[src/rtl/mips_muldiv_ctrl_if.sv]
// Pipeline <-> multiply/divide sequencer port bundle: launch, MTHI/MTLO, HI/LO readback and stall.
// master = execute stage side, slave = sequencer side.
interface mips_muldiv_ctrl_if #(
   parameter int DATA_WIDTH = 32
);
   logic                  start;
   logic [1:0]            op;
   logic [DATA_WIDTH-1:0] rs_data;
   logic [DATA_WIDTH-1:0] rt_data;
   logic                  hi_we;
   logic                  lo_we;
   logic [DATA_WIDTH-1:0] wdata;
   logic                  rd_hilo;
   logic [DATA_WIDTH-1:0] hi;
   logic [DATA_WIDTH-1:0] lo;
   logic                  busy;
   logic                  done;
   logic                  stall_req;

   modport master (
      output start, op, rs_data, rt_data, hi_we, lo_we, wdata, rd_hilo,
      input  hi, lo, busy, done, stall_req
   );

   modport slave (
      input  start, op, rs_data, rt_data, hi_we, lo_we, wdata, rd_hilo,
      output hi, lo, busy, done, stall_req
   );
endinterface

[src/rtl/mips_muldiv_ctrl.sv]
// Iterative MULT/DIV sequencer owning HI/LO; MULDIV_UNSIGNED_EN enables MULTU/DIVU via op[1].
// Latency: start edge to HI/LO valid = 33 cycles (32 iterations + sign fix), busy for those 33 cycles.
// Backpressure: no accept handshake; while busy, any HI/LO access or new start raises stall_req.
module mips_muldiv_ctrl #(
   parameter int DATA_WIDTH = 32,
   parameter int CNT_WIDTH  = 5
) (
   input logic               clk,
   input logic               rst,
   mips_muldiv_ctrl_if.slave bus
);
   localparam logic [1:0] IDLE = 2'd0;
   localparam logic [1:0] CALC = 2'd1;
   localparam logic [1:0] FIX  = 2'd2;

   logic [1:0]              state;
   logic [CNT_WIDTH-1:0]    count;
   logic [2*DATA_WIDTH-1:0] acc;
   logic [DATA_WIDTH-1:0]   m;
   logic [DATA_WIDTH-1:0]   hi_q;
   logic [DATA_WIDTH-1:0]   lo_q;
   logic                    op_div;
   logic                    sign_a;
   logic                    sign_b;
   logic                    div0;
   logic                    done_q;
   logic                    busy_w;

   logic                    signed_op;
`ifdef MULDIV_UNSIGNED_EN
   assign signed_op = ~bus.op[1];
`else
   logic unused_op_hi;
   assign signed_op    = 1'b1;
   assign unused_op_hi = bus.op[1];
`endif

   logic                  in_sign_a;
   logic                  in_sign_b;
   logic [DATA_WIDTH-1:0] mag_a;
   logic [DATA_WIDTH-1:0] mag_b;

   assign in_sign_a = signed_op & bus.rs_data[DATA_WIDTH-1];
   assign in_sign_b = signed_op & bus.rt_data[DATA_WIDTH-1];
   assign mag_a     = in_sign_a ? -bus.rs_data : bus.rs_data;
   assign mag_b     = in_sign_b ? -bus.rt_data : bus.rt_data;

   // Multiply: acc = {partial product, remaining multiplier bits}, shifted right each step.
   // Divide:   acc = {remainder, dividend/quotient bits}, shifted left each step.
   logic [DATA_WIDTH:0]   mul_sum;
   logic [DATA_WIDTH:0]   rem_sh;
   logic [DATA_WIDTH-1:0] div_diff;
   logic                  div_ge;

   assign mul_sum  = {1'b0, acc[2*DATA_WIDTH-1:DATA_WIDTH]} + {1'b0, m};
   assign rem_sh   = acc[2*DATA_WIDTH-1:DATA_WIDTH-1];
   assign div_ge   = rem_sh >= {1'b0, m};
   // When div_ge holds the true difference is below m, so the low bits are exact.
   assign div_diff = rem_sh[DATA_WIDTH-1:0] - m;

   logic [2*DATA_WIDTH-1:0] prod_fix;
   logic [DATA_WIDTH-1:0]   quot_fix;
   logic [DATA_WIDTH-1:0]   rem_fix;

   assign prod_fix = (sign_a ^ sign_b) ? -acc : acc;
   // Divide-by-zero: remainder path already reproduces rs_data; only LO needs forcing.
   assign quot_fix = div0 ? {DATA_WIDTH{1'b1}}
                   : ((sign_a ^ sign_b) ? -acc[DATA_WIDTH-1:0] : acc[DATA_WIDTH-1:0]);
   assign rem_fix  = sign_a ? -acc[2*DATA_WIDTH-1:DATA_WIDTH] : acc[2*DATA_WIDTH-1:DATA_WIDTH];

   always_ff @(posedge clk or posedge rst) begin
      if (rst) begin
         state  <= IDLE;
         count  <= '0;
         acc    <= '0;
         m      <= '0;
         hi_q   <= '0;
         lo_q   <= '0;
         op_div <= 1'b0;
         sign_a <= 1'b0;
         sign_b <= 1'b0;
         div0   <= 1'b0;
         done_q <= 1'b0;
      end else begin
         done_q <= (state == FIX);
         case (state)
            IDLE: begin
               if (bus.start) begin
                  op_div <= bus.op[0];
                  sign_a <= in_sign_a;
                  sign_b <= in_sign_b;
                  div0   <= bus.op[0] & (bus.rt_data == '0);
                  m      <= bus.op[0] ? mag_b : mag_a;
                  acc    <= {{DATA_WIDTH{1'b0}}, (bus.op[0] ? mag_a : mag_b)};
                  count  <= '0;
                  state  <= CALC;
               end else begin
                  if (bus.hi_we) hi_q <= bus.wdata;
                  if (bus.lo_we) lo_q <= bus.wdata;
               end
            end
            CALC: begin
               count <= count + 1'b1;
               if (op_div)
                  acc <= div_ge ? {div_diff, acc[DATA_WIDTH-2:0], 1'b1}
                                : {acc[2*DATA_WIDTH-2:0], 1'b0};
               else
                  acc <= acc[0] ? {mul_sum, acc[DATA_WIDTH-1:1]}
                                : {1'b0, acc[2*DATA_WIDTH-1:1]};
               if (count == {CNT_WIDTH{1'b1}}) state <= FIX;
            end
            FIX: begin
               if (op_div) begin
                  hi_q <= rem_fix;
                  lo_q <= quot_fix;
               end else begin
                  hi_q <= prod_fix[2*DATA_WIDTH-1:DATA_WIDTH];
                  lo_q <= prod_fix[DATA_WIDTH-1:0];
               end
               state <= IDLE;
            end
            default: state <= IDLE;
         endcase
      end
   end

   assign busy_w        = (state != IDLE);
   assign bus.hi        = hi_q;
   assign bus.lo        = lo_q;
   assign bus.busy      = busy_w;
   assign bus.done      = done_q;
   assign bus.stall_req = busy_w & (bus.rd_hilo | bus.hi_we | bus.lo_we | bus.start);
endmodule
[src/flat_wrapper.sv]
// flat-port wrapper written by rule: the top's interface ports become plain ports
module mips_muldiv_ctrl_flat 
#(
   parameter int DATA_WIDTH = 32,
   parameter int CNT_WIDTH  = 5
)
  (clk, rst, bus_start, bus_op, bus_rs_data, bus_rt_data, bus_hi_we, bus_lo_we, bus_wdata, bus_rd_hilo, bus_hi, bus_lo, bus_busy, bus_done, bus_stall_req);
  mips_muldiv_ctrl_if #(.DATA_WIDTH(DATA_WIDTH)) bus_i ();
  input logic clk;
  input logic rst;
  input wire logic [$bits(bus_i.start)-1:0] bus_start;
  input wire logic [$bits(bus_i.op)-1:0] bus_op;
  input wire logic [$bits(bus_i.rs_data)-1:0] bus_rs_data;
  input wire logic [$bits(bus_i.rt_data)-1:0] bus_rt_data;
  input wire logic [$bits(bus_i.hi_we)-1:0] bus_hi_we;
  input wire logic [$bits(bus_i.lo_we)-1:0] bus_lo_we;
  input wire logic [$bits(bus_i.wdata)-1:0] bus_wdata;
  input wire logic [$bits(bus_i.rd_hilo)-1:0] bus_rd_hilo;
  output wire logic [$bits(bus_i.hi)-1:0] bus_hi;
  output wire logic [$bits(bus_i.lo)-1:0] bus_lo;
  output wire logic [$bits(bus_i.busy)-1:0] bus_busy;
  output wire logic [$bits(bus_i.done)-1:0] bus_done;
  output wire logic [$bits(bus_i.stall_req)-1:0] bus_stall_req;
  assign bus_i.start = bus_start;
  assign bus_i.op = bus_op;
  assign bus_i.rs_data = bus_rs_data;
  assign bus_i.rt_data = bus_rt_data;
  assign bus_i.hi_we = bus_hi_we;
  assign bus_i.lo_we = bus_lo_we;
  assign bus_i.wdata = bus_wdata;
  assign bus_i.rd_hilo = bus_rd_hilo;
  assign bus_hi = bus_i.hi;
  assign bus_lo = bus_i.lo;
  assign bus_busy = bus_i.busy;
  assign bus_done = bus_i.done;
  assign bus_stall_req = bus_i.stall_req;
  mips_muldiv_ctrl #(.DATA_WIDTH(DATA_WIDTH), .CNT_WIDTH(CNT_WIDTH)) u_core (.clk(clk), .rst(rst), .bus(bus_i));
endmodule
[config.mk]
export PLATFORM = sky130hd
export DESIGN_NAME = mips_muldiv_ctrl_flat
export DESIGN_NICKNAME = d
export VERILOG_FILES = /design/src/rtl/mips_muldiv_ctrl_if.sv /design/src/rtl/mips_muldiv_ctrl.sv /design/src/flat_wrapper.sv
export SDC_FILE = /design/constraint.sdc
export NUM_CORES = 1
export LEC_CHECK = 0
export BUFFER_PORTS_ARGS = -buffer_cell sky130_fd_sc_hd__buf_2
export CAP_MARGIN = 40
export CORE_MARGIN = 5
export CORE_UTILIZATION = 50
export DETAILED_ROUTE_END_ITERATION = 10
export PLACE_DENSITY = 0.7
export RECOVER_POWER = 25
export SETUP_SLACK_MARGIN = 0.5
export SYNTH_ARGS = -nofsm -noshare
export SYNTH_HDL_FRONTEND = slang
export SYNTH_SLANG_ARGS = --single-unit
[constraint.sdc]
create_clock -name clk -period 6.6 [get_ports clk]
set_input_delay 0.66 -clock clk [delete_from_list [all_inputs] [get_ports clk]]
set_output_delay 0.66 -clock clk [all_outputs]
set_load 0.05 [all_outputs]
Word-level counts from Yosys, hierarchy flattened
Cells that the tools add are included.

cells by class
  reductions and logical operators = 10
  bitwise operators = 6
  equality and inequality tests = 8
  $lt $le $gt $ge = 1
  multiplexer cells = 26
  add/sub/neg operators = 8

operators by type and width
  cell                                                                    count
  32-bit two-way mux                                                      13
  64-bit two-way mux                                                      5
  32-bit negation                                                         4
  32-bit one-hot mux with 2 select lines                                  2
  64-bit one-hot mux with 2 select lines                                  1
  64-bit negation                                                         1
  32-bit by 32-bit adder with 33-bit output                               1
  33-bit by 32-bit >= comparator with 1-bit output                        1
  32-bit logical NOT                                                      1
  32-bit subtractor                                                       1
  5-bit one-hot mux with 2 select lines                                   1
  2-bit != test (second input constant)                                   4
  2-bit AND reduction                                                     3
  3-bit AND reduction                                                     2
  2-bit nonzero test                                                      3
  5-bit by 1-bit adder with 5-bit output (second input constant)          1
  5-bit equality test (second input constant)                             1
  5-bit two-way mux                                                       1
  2-bit two-way mux                                                       2
  2-bit one-hot mux with 2 select lines                                   1
  1-bit bitwise OR                                                        3
  1-bit AND                                                               2
  2-bit by 1-bit equality test with 1-bit output (second input constant)  1
  2-bit equality test (second input constant)                             1
  other kinds (3)                                                         3

word-level totals
  output and inout bits = 67
  register bits after elaboration = 172
  bits of input ports = 104

Logic depth before layout (Yosys ltp)
  word-level depth = 5
  depth in mapped cells = 12

Least setup slack after synthesis
OpenSTA, ideal clock, no wires.

  path kind = input-to-reg
  from = input bus_rs_data[8]
  to = register u_core.acc[27]
  stages = 7
  arrival = 2904 ps
  path buffers = 0
  slack = 3570 ps
  setup time = 126 ps
  path through = or4_4 > or4_4 > or4b_4 > o31ai_4 > xor2_1 > a21oi_1 > a311o_1

on the way
  cells in the longest elaborated chain, start to end = 5

ends and longest elaborated chain
  item                                    RTL line                 source
  start: declaration                      flat_wrapper.sv:13       input wire logic [$bits(bus_i.rs_data)-1:0] bus_rs_data;
  32-bit negation                         mips_muldiv_ctrl.sv:45   assign mag_a = in_sign_a ? -bus.rs_data : bus.rs_data;
  32-bit two-way mux                      mips_muldiv_ctrl.sv:45
  32-bit two-way mux                      mips_muldiv_ctrl.sv:94   acc <= {{DATA_WIDTH{1'b0}}, (bus.op[0] ? mag_a : mag_b)};
  64-bit two-way mux                      mips_muldiv_ctrl.sv:88   if (bus.start) begin
  64-bit one-hot mux with 2 select lines  mips_muldiv_ctrl.sv:86   case (state)
  end signal: assignment                  mips_muldiv_ctrl.sv:94
  end signal: assignment                  mips_muldiv_ctrl.sv:105  acc <= div_ge ? {div_diff, acc[DATA_WIDTH-2:0], 1'b1}
  end signal: assignment                  mips_muldiv_ctrl.sv:108  acc <= acc[0] ? {mul_sum, acc[DATA_WIDTH-1:1]}
  end: declaration                        mips_muldiv_ctrl.sv:18   logic [2*DATA_WIDTH-1:0] acc;

Every way passes these cells. The select of a mux whose other input is x is not followed.
A chain may end at the register's enable or synchronous reset.

Worst setup path in the final report
  from = register u_core.acc[43]
  to = register u_core.acc[32]

on the way
  cells in the longest elaborated chain, start to end = 4

ends and longest elaborated chain
  item                                              RTL line                 source
  33-bit by 32-bit >= comparator with 1-bit output  mips_muldiv_ctrl.sv:57   assign div_ge = rem_sh >= {1'b0, m};
  64-bit two-way mux                                mips_muldiv_ctrl.sv:105
  64-bit two-way mux                                mips_muldiv_ctrl.sv:104  if (op_div)
  64-bit one-hot mux with 2 select lines            mips_muldiv_ctrl.sv:86

Every way passes these cells.

==> run summary <==
The number of DRC violations after detailed routing came out at 0. The final cycle utilization of the critical path came out at 62.9%. Counting cells, the worst reg-to-reg path comes to 9. The endpoint type of the worst setup path is a flop. The critical path is of the flop to flop type. The synthesis-to-finish area growth is 11.3%. On the critical path the largest part of the delay comes from compound AO/OA/AOI/OAI gates. In this run the clock root is driven by a sky130_fd_sc_hd__clkbuf_16. Traced cell by cell, the critical path runs through ha_1 > a21oi_1 > o21ai_0 > a21oi_1 > o211a_1 > a211o_1 > nand2_1 > o211ai_1 > a31oi_1. The via count of the routed design came out at 15,700. The remaining number of nets flagged by the antenna check after routing came out at 0. The number of antenna violations at the first check in global routing is 1. The post-route setup TNS came out at 0 ps.

Counting along the longest clock path gives a buffer depth of 2. TritonCTS built the clock tree. On the final layout, the worst clock skew is 22.3 ps. The clock-pin slew on the worst setup and hold paths came out at 90 ps. The maximum cell stage delay along the critical path is 780 ps.

The number of enable-type register cells in the synthesized netlist came out at 0. The number of clock buffers added by TritonCTS is 17. In the synthesized netlist the dominant register cell turns out to be sky130_fd_sc_hd__dfrtp_1. The number of sinks handled by clock tree synthesis came out at 172. The congestion estimate from routability-driven global placement came to 1.03. The pin slew with the least headroom to its limit is 948 ps. The number of cell rows came out at 64. The detailed-routing iteration count for the pre-antenna-repair pass came out at 5. The net count of the finished layout is 2,193. The cell count after synthesis came out at 1,948.

Setup repair after global routing left no endpoint under its margin. The wire length of the first global-routing pass came out at 83,000 um. The initial detailed-routing violation count came out at 1,551. For this run the aggregate overflow at the end of global routing stands at 0.

A synthesized cell averages 7.89 um^2. The number of max-cap violations came out at 0. The clock latency at the later pin of the worst-skew pair is 450 ps. In this run the vertical extent of the chip is 185 um.

The count of buffers added on input and output ports is 169. The global routing usage summed across all routing layers is 30.8%. The routed via count divided by cell count is 6.46. Entering global routing, the biggest net connects 97 pins. The die width is 185 um. The net count of the mapped netlist came out at 2,124. The worst hold path belongs to the class input port to asynchronous set/reset pin. The arrival time of the worst setup path is 4420 ps. The number of failing hold endpoints at the final stage came out at 0.

The count of distinct cell types in the synthesized netlist came out at 74. The cell at the slowest stage of the critical path is sky130_fd_sc_hd__a211o_1. The combined area of all synthesized cells is 15,400 um^2.

For this run, the register share of the synthesized area comes to 28.0%. The setup violation total in the final timing report is 0. Once detailed placement completed, the half-perimeter wirelength came to 40,900 um.

The floorplan step defined a die boundary enclosing 34,400 um^2. The via count of the first global-routing pass is 14,300. The worst path in the final design needs a cycle of 4150 ps, including I/O delays and setup.

The area of the core region came out at 30,500 um^2. The flow ran to the end, and the final reports show no timing, DRC or antenna violations. The H-tree was split into 4 levels.

For this run, asynchronously set or reset flops after synthesis account for 100%. The aggregate routed wire length is 54,500 um. In the final routed layout, each cell accounts on average for 22.4 um. The number of pins exceeding their max-slew limit in the final report came out at 0. Of the cells placed in the final design, the portion with a size suffix greater than 1 is 13.3%. The number of gates resized after CTS was 0. Counting the fill cells in the layout gives 2,910. The cell that appears most often on the critical path is sky130_fd_sc_hd__a21oi_1. The initial cell density of the core is 50.4%. The number of buffers added to fix hold violations after cts came out at 0. In this run the number of cells on the critical path is 9. STA classifies the critical path startpoint as a flop. The number of placed I/O pins came out at 171. The post-CTS setup buffer count is 0. Data on the critical path is required at its endpoint by 6870 ps. The number of synthesis warnings is 0. Derived from the worst setup path, the maximum achievable clock frequency is 241 MHz. The maximum fanout encountered on the critical timing path is 24. Measured against its own limit, the worst slew margin works out to 36.8%.

Counting flops and latches in the post-synthesis netlist gives 172. The combined buffer and inverter count along the critical path is 0.
## worst reg2reg max path: cells and delay by family (launching register included)
family / cells / cell delay [ps]
fa+ha+maj: 1 / 420
flops: 1 / 720
compound gates: 7 / 2340
simple gates: 1 / 500
## cells by family after synthesis
family | after synthesis | share of synthesized area (%)
xor+xnor | 166 | 9.46
fa+ha+maj | 72 | 5.96
buf+inv | 209 | 5.11
flops | 172 | 28.0
mux | 77 | 5.13
simple gates | 559 | 17.7
compound gates | 693 | 28.7
## cells in the mapped netlist, types with 39 or more instances
| library cell | count | area [um^2] |
|---|---|---|
| sky130_fd_sc_hd__xnor2_1 | 84 | 736 |
| sky130_fd_sc_hd__o31ai_1 | 46 | 345 |
| sky130_fd_sc_hd__o21ai_0 | 174 | 871 |
| sky130_fd_sc_hd__nand3_1 | 39 | 195 |
| sky130_fd_sc_hd__inv_1 | 65 | 244 |
| sky130_fd_sc_hd__nor2_1 | 107 | 402 |
| sky130_fd_sc_hd__ha_1 | 70 | 876 |
| sky130_fd_sc_hd__o22ai_1 | 39 | 244 |
| sky130_fd_sc_hd__dfrtp_1 | 172 | 4300 |
| sky130_fd_sc_hd__xor2_1 | 82 | 718 |
| sky130_fd_sc_hd__clkbuf_1 | 124 | 465 |
| sky130_fd_sc_hd__a211oi_1 | 67 | 503 |
| sky130_fd_sc_hd__a21oi_1 | 174 | 871 |
| sky130_fd_sc_hd__mux2i_1 | 63 | 631 |
| sky130_fd_sc_hd__o211ai_1 | 44 | 330 |
| sky130_fd_sc_hd__nand2_1 | 206 | 773 |
## sequential cells by signal, indices dropped and copies added, names as in the netlist
name / flops
u_core.bus.lo: 32
u_core.op_div: 1
u_core.sign_b: 1
u_core.bus.done: 1
u_core.acc: 64
u_core.count: 5
u_core.sign_a: 1
u_core.div0: 1
u_core.m: 32
u_core.bus.hi: 32
u_core.state: 2
## layout make-up
| cell class | instances | area, um^2 | share of cell area [%] |
|---|---|---|---|
| repair buffers | 193 | 1100 | 6.41 |
| flip-flops and latches | 172 | 4310 | 25.1 |
| well taps | 396 | 495 | 2.89 |
| diodes | 1 | 2.50 | 0.0146 |
| clock inverters | 15 | 220 | 1.29 |
| multi-input cells | 1567 | 10300 | 60.3 |
| clock buffers | 17 | 425 | 2.49 |
| inverters | 66 | 249 | 1.45 |
## metal layers
metal,track usage [%],vias to the layer above,wire (um)
met2,47.2,713,23700
met3,4.14,108,4380
li1,-,7328,-
met5,0,-,12
met4,12.3,2,2220
met1,44.1,7518,24200
## final timing paths
path                              startpoint           endpoint  slack [ps]
max in group asynchronous                rst  u_core.bus.hi[29]        5050
setup / recovery              u_core.acc[43]     u_core.acc[32]        2450
min in group clk           u_core.bus.lo[29]  u_core.bus.lo[29]         480
setup reg to reg              u_core.acc[43]     u_core.acc[32]        2450
hold / removal                           rst   u_core.bus.hi[9]         250
hold reg to reg            u_core.bus.lo[29]  u_core.bus.lo[29]         480
## metrics by stage
stage	setup slack [ps]	cell area [um^2]	hold slack [ps]	cells	util, %
after CTS	2640	17100	104	2426	56.1
after floorplan	1280	15400	449	1948	-
final	2450	17100	245	2427	56.1
after detailed placement	2680	16500	466	2394	54.0
after global placement	2680	16400	456	2388	53.6
after global routing	2340	17100	310	2426	56.1
## cell usage in the layout, fill, tap and decap left out, drive strengths merged, types with 14 or more instances in the layout
cell and n:
inv 72, buf 190, nand4 23, a211oi 68, nor2 107, nand2b 15, nand3 39, o211ai 44
o31ai 48, or3 19, o22ai 39, xnor2 84, a21o 27, dfrtp 172, a31oi 15, mux2i 63
nand2 206, xor2 82, clkbuf 19, o41ai 14, o21ai 175, or4 17, nor2b 26, nor3 34
a21oi 174, mux2 14, nor4 26, ha 70
Power is not shown: default switching activity piles up to over one toggle a cycle in this logic, so the estimate is an artifact.
